`src/rtl/uart_tx_arbiter.sv`:
```
// uart_tx_arbiter: round-robin arbiter that gives NUM_REQ requesters turns on one
// shared uart_tx. The current owner's start/data go through to the UART, and the
// UART busy goes back to the owner only. Ownership lasts for a session: it ends
// when the owner drops req, or when the owner holds the UART idle too long.
// NUM_REQ must be in the range 2..4 because owner is two bits wide.
module uart_tx_arbiter #(
    parameter int          NUM_REQ = 3,
    parameter logic [19:0] TIMEOUT = 20'd1000000
) (
    input  logic                 clk,
    input  logic                 rst_n,
    input  logic [NUM_REQ-1:0]   req,
    input  logic [NUM_REQ-1:0]   tx_start_in,
    input  logic [8*NUM_REQ-1:0] tx_data_in,
    output logic [NUM_REQ-1:0]   gnt,
    output logic [NUM_REQ-1:0]   tx_busy_out,
    output logic [1:0]           owner,
    output logic                 active,
    output logic                 timeout_pulse,
    output logic                 uart_tx_start,
    output logic [7:0]           uart_tx_data,
    input  logic                 uart_tx_busy
);

    typedef enum logic [1:0] {
        IDLE  = 2'd0,
        GRANT = 2'd1,
        DRAIN = 2'd2
    } state_t;

    localparam logic [19:0] TIMEOUT_LAST = TIMEOUT - 20'd1;
    localparam logic [1:0]  LAST_RESET   = 2'(NUM_REQ - 1);

    state_t               state, state_d;
    logic [NUM_REQ-1:0]   mask, mask_d;
    logic [19:0]          idle_cnt, idle_cnt_d;
    logic [1:0]           last_owner, last_owner_d;

    logic [NUM_REQ-1:0]   gnt_d, busy_d;
    logic [1:0]           owner_d;
    logic                 active_d, timeout_d, start_d;
    logic [7:0]           data_d;

    logic [NUM_REQ-1:0]   eligible;
    logic                 pick_valid;
    logic [1:0]           pick_idx;
    logic [NUM_REQ-1:0]   pick_onehot;

    logic                 sel_req, sel_start;
    logic [7:0]           sel_data;

    // A requester that was timed out stays masked until it drops req.
    assign eligible = req & ~mask;

    // Select the owner's request, start and data byte from the packed inputs.
    always_comb begin
        sel_req   = 1'b0;
        sel_start = 1'b0;
        sel_data  = '0;
        for (int i = 0; i < NUM_REQ; i++) begin
            if (owner == 2'(i)) begin
                sel_req   = req[i];
                sel_start = tx_start_in[i];
                sel_data  = tx_data_in[8*i +: 8];
            end
        end
    end

    // Round-robin pick: search from the index after last_owner and wrap around.
    always_comb begin
        int idx;
        idx         = 0;
        pick_valid  = 1'b0;
        pick_idx    = '0;
        pick_onehot = '0;
        for (int k = 1; k <= NUM_REQ; k++) begin
            idx = (int'(last_owner) + k) % NUM_REQ;
            if (!pick_valid && eligible[idx]) begin
                pick_valid = 1'b1;
                pick_idx   = 2'(idx);
            end
        end
        for (int i = 0; i < NUM_REQ; i++) begin
            if (pick_idx == 2'(i)) begin
                pick_onehot[i] = 1'b1;
            end
        end
    end

    // Next-state and next-output logic. The outputs are computed here and
    // registered below, so every output changes only on a clock edge.
    always_comb begin
        state_d      = state;
        gnt_d        = gnt;
        owner_d      = owner;
        active_d     = active;
        timeout_d    = 1'b0;
        start_d      = 1'b0;
        data_d       = uart_tx_data;
        busy_d       = '0;
        mask_d       = mask & req;
        idle_cnt_d   = '0;
        last_owner_d = last_owner;

        case (state)
            IDLE: begin
                if (pick_valid) begin
                    state_d  = GRANT;
                    gnt_d    = pick_onehot;
                    owner_d  = pick_idx;
                    active_d = 1'b1;
                end
            end

            GRANT: begin
                start_d = sel_start;
                data_d  = sel_data;
                busy_d  = gnt & {NUM_REQ{uart_tx_busy}};
                if (!sel_req) begin
                    state_d = DRAIN;
                end else if (!sel_start && !uart_tx_busy) begin
                    if (idle_cnt == TIMEOUT_LAST) begin
                        state_d   = DRAIN;
                        timeout_d = 1'b1;
                        mask_d    = mask_d | gnt;
                    end else begin
                        idle_cnt_d = idle_cnt + 20'd1;
                    end
                end
            end

            DRAIN: begin
                if (!uart_tx_busy && !uart_tx_start) begin
                    state_d      = IDLE;
                    gnt_d        = '0;
                    owner_d      = '0;
                    active_d     = 1'b0;
                    last_owner_d = owner;
                end else begin
                    start_d = sel_start;
                    data_d  = sel_data;
                    busy_d  = gnt & {NUM_REQ{uart_tx_busy}};
                end
            end

            default: begin
                state_d  = IDLE;
                gnt_d    = '0;
                owner_d  = '0;
                active_d = 1'b0;
            end
        endcase
    end

    // State register.
    always_ff @(posedge clk or negedge rst_n) begin
        if (!rst_n) begin
            state <= IDLE;
        end else begin
            state <= state_d;
        end
    end

    // Registered outputs and arbitration bookkeeping. Reset drops the UART start at once.
    always_ff @(posedge clk or negedge rst_n) begin
        if (!rst_n) begin
            gnt           <= '0;
            owner         <= '0;
            active        <= 1'b0;
            timeout_pulse <= 1'b0;
            uart_tx_start <= 1'b0;
            uart_tx_data  <= '0;
            tx_busy_out   <= '0;
            mask          <= '0;
            idle_cnt      <= '0;
            last_owner    <= LAST_RESET;
        end else begin
            gnt           <= gnt_d;
            owner         <= owner_d;
            active        <= active_d;
            timeout_pulse <= timeout_d;
            uart_tx_start <= start_d;
            uart_tx_data  <= data_d;
            tx_busy_out   <= busy_d;
            mask          <= mask_d;
            idle_cnt      <= idle_cnt_d;
            last_owner    <= last_owner_d;
        end
    end

endmodule

```
`config.mk`:
```
export PLATFORM = sky130hd
export DESIGN_NAME = uart_tx_arbiter
export DESIGN_NICKNAME = d
export VERILOG_FILES = /design/src/rtl/uart_tx_arbiter.sv
export SDC_FILE = /design/constraint.sdc
export NUM_CORES = 1
export LEC_CHECK = 0
export CAP_MARGIN = 5
export CORE_UTILIZATION = 40
export DETAILED_ROUTE_END_ITERATION = 7
export PLACE_DENSITY = 0.63
export RECOVER_POWER = 50
export SYNTH_ARGS = -nofsm -noshare
export SYNTH_HDL_FRONTEND = slang
export SYNTH_SLANG_ARGS = --single-unit
```
`constraint.sdc`:
```
create_clock -name clk -period 3.1 [get_ports clk]
set_input_delay 0.62 -clock clk [delete_from_list [all_inputs] [get_ports clk]]
set_output_delay 0.62 -clock clk [all_outputs]
set_load 0.01 [all_outputs]
```
==> reports/metrics.cfg, run 1 <==
[detailed_routing]
vias = 1945
drt-total-wl_mm = 5.23
drt-vias-per-instance = 5.19
wl_per_cell_um = 13.9
drtIter0Drc = 73
postRouteAntennaNets = 0
dr.pass1.iters = 4
post-route-drc-count = 0

[synth]
yosysTopAreaCell = dfrtp_1
synth_xor_area_share_pct = 5.63
syn_area_sq_um = 2490
synth_top_family_by_area = simple AND/OR/NAND/NOR gates
synth_nets = 291
synth_area_leaders = dfrtp_1, nor2_1, xor2_1
yosysTopAreaCellShare_pct = 45.2
synth-compound-area-share_pct = 11.7
yosysUniqueCellTypes = 50
synth_seq_cells = 46
synthAdderAreaFrac_pct = 3.42
syn_inst = 252
synthMuxAreaShare_pct = 8.35
yosys_warnings = 0
synthSimpleGateAreaFrac_pct = 20.5
async_flop_share_pct = 100
synth_area_per_cell_sq_um = 9.88
synth_edf_count = 0
synthFlopType = dfrtp_1
ys_seq_area_share_pct = 46.3

[critical_path]
cpMaxStageDelayCell = or4b_1
slowest_delay_ns = 0.70
path_cells = clkdlybuf4s50_1, mux2_4, a31oi_4, o21ai_2, or4b_1, mux2_4
start_kind = input pin
cp.required_ns = 3.28
ff2ff_path_depth = 6
critical_path_class = in2reg
crit_top_cell = mux2_4
end_kind = flip-flop
reg2reg_slack_ns = 0.55
worstSetupStartpoint = req[0]
cp.arrival_ns = 2.84
cp_max_fo = 6
r2r-start = last_owner[1]$_DFFE_PN1P_

[floorplanning]
rows = 28
ios = 52
floorplan.initialDensity_pct = 41.8
die_area_sq_um = 6540
core_area_sq_um = 5960
die_width_um = 80.9
dieHeight_um = 80.9

[sta]
fin_crit_ns = 2.66
slew_headroom_pct = 31.9
fmax_mhz = 376
drv_slew = 0
rsz0062_at_grt = false
min_period_over_period_pct = 85.7
finalHoldViolCount = 0
fin_skew_ns = 0.0112
tightest_slew_ns = 1.02
fin_ws_ns = 0.442
setup_tns_ns = 0
finalSetupViolations = 0

[clock_tree]
cts-resized-gates = 0
postCtsSetupBuffers = 0
ctsHoldBuffers = 0
path_clk_slew_ns = 0.09
ctsHtreeMaxLevel = 2
cts_buffers = 5
cts_tree = built
clock_sink_count = 46
clockBufferDepth = 2
cts-root-buf = clkbuf_8
clk_latency_ns = 0.30

[power_and_ir_drop]
power.density_nw_per_um2 = 719
p_leak_uw = 0.00136
ir_worst_vdd_uv = 409

[min_path]
min_path_type = reg2reg
worstHoldStart = idle_cnt[0]$_DFF_PN0_
hold_depth = 1

[cells_and_area]
multiInputGateArea_sq_um = 1230
fillers = 549
regArea_sq_um = 1150
diodes = 0
final_area_sq_um = 3150
final_cells = 375
num-nets-final = 338
drive_gt1_share_pct = 7.00
post-route-util_pct = 52.9
syn2layout_area_growth_pct = 26.6

[grt]
grt_pass1_wl_mm = 8.82
grt_max_degree = 47
grt_overflow = 0
grt_pass1_vias = 1886
antenna_found_initial = 0
track_usage_pct = 17.5

[placement]
place_ws_ns = 0.160
io_buffers = 51
gp_congestion = 0.808
place_inst = 367
dpl-instance-area_sq_um = 3040
hpwl_mm = 3.75

[status]
status = finished, final reports clean

[run]
max_cap_violations = 0

[placed cells by master, fill, tap and decap left out, types with 3 or more instances in the layout]
cell             count
a21oi_1             11
dfrtp_1             45
inv_1               11
xnor2_1              3
and3_1               6
a22o_1               3
nor2b_1              4
clkdlybuf4s50_1     45
clkbuf_8             5
nor2_1              32
xor2_1              13
mux2_4               5
nand2b_1             5
and2_1               4
mux2i_1             11
dlygate4sd3_1        5
o21ai_0             13
ha_1                 6
nand4_1              4
nand3_1              8
nand2_1             19
[sequential cells by signal (all words and copies together), names as in the netlist]
name / cells
idle_cnt: 20
uart_tx_data: 8
gnt: 3
mask: 3
tx_busy_out: 3
last_owner: 2
owner: 2
state: 2
active: 1
timeout_pulse: 1
uart_tx_start: 1
[routing by layer]
metal  vias to the layer above  share of wire (%)  global-route usage [%]
li1                        967                  -                       -
met1                       930                 45                    21.5
met2                        42                 49                    29.5
met3                         6                4.5                    3.93
met4                         0                1.3                    6.96
met5                         -                  0                       0
[cells by family (layout without fill, tap and decap cells)]
family                     after synthesis  count (layout)
muxes                                   18              18
adders and majority gates                7               7
AOI/OAI and AO/OA                       42              42
and+or+nand+nor                         99              99
buffers and inverters                   24              72
DFF                                     46              46
xor gates and xnor gates                16              16
[where the power goes]
part           internal, uW  leakage (uW)  switching [uW]
Clock                   241     0.0000514             203
Combinational           500      0.000694             504
Sequential              724      0.000617            93.6
[area by class of cell]
cell class                      instances  share of cell area, %
Clock buffer                            6                   2.30
Clock inverter                          2                   1.19
Inverter                               11                   1.31
Multi-Input combinational cell        182                   39.1
Sequential cell                        46                   36.6
Tap cell                               75                   2.98
Timing Repair Buffer                   53                   16.5
[through the flow]
stage	total power [uW]	hold slack (ns)
after global routing	2440	0.471
after detailed placement	1840	0.443
final	2270	0.453
after global placement	1830	0.441
after floorplan	1500	0.324
after CTS	2300	0.457
[Yosys cell counts, types with 6 or more instances]
master	number
nand3_1	8
a21oi_1	11
nand2_1	19
mux2i_1	11
inv_1	11
o21ai_0	13
dfrtp_1	45
nor2_1	32
ha_1	6
and3_1	6
xor2_1	13
clkbuf_1	7
[final timing paths]
kind                                    endpoint
setup / recovery            owner[0]$_DFFE_PN0P_
hold / removal             idle_cnt[0]$_DFF_PN0_
setup reg to reg            owner[0]$_DFFE_PN0P_
hold reg to reg            idle_cnt[0]$_DFF_PN0_
max in group asynchronous     active$_DFFE_PN0P_
min in group asynchronous  idle_cnt[0]$_DFF_PN0_
[worst max-delay path: cells and delay by family]
kind                   cells  cell delay [ns]
AOI/OAI and AO/OA          2             0.33
buffers and inverters      1             0.50
and+or+nand+nor            1             0.70
muxes                      2             0.68
Note: power is estimated with default switching activity, not from simulation.
==> inputs of run 2 (changes only) <==
Settings changed: TNS_END_PERCENT set to 50.
==> results of run 2 <==
The final DEF is identical to that of run 1; final timing and power are the same.
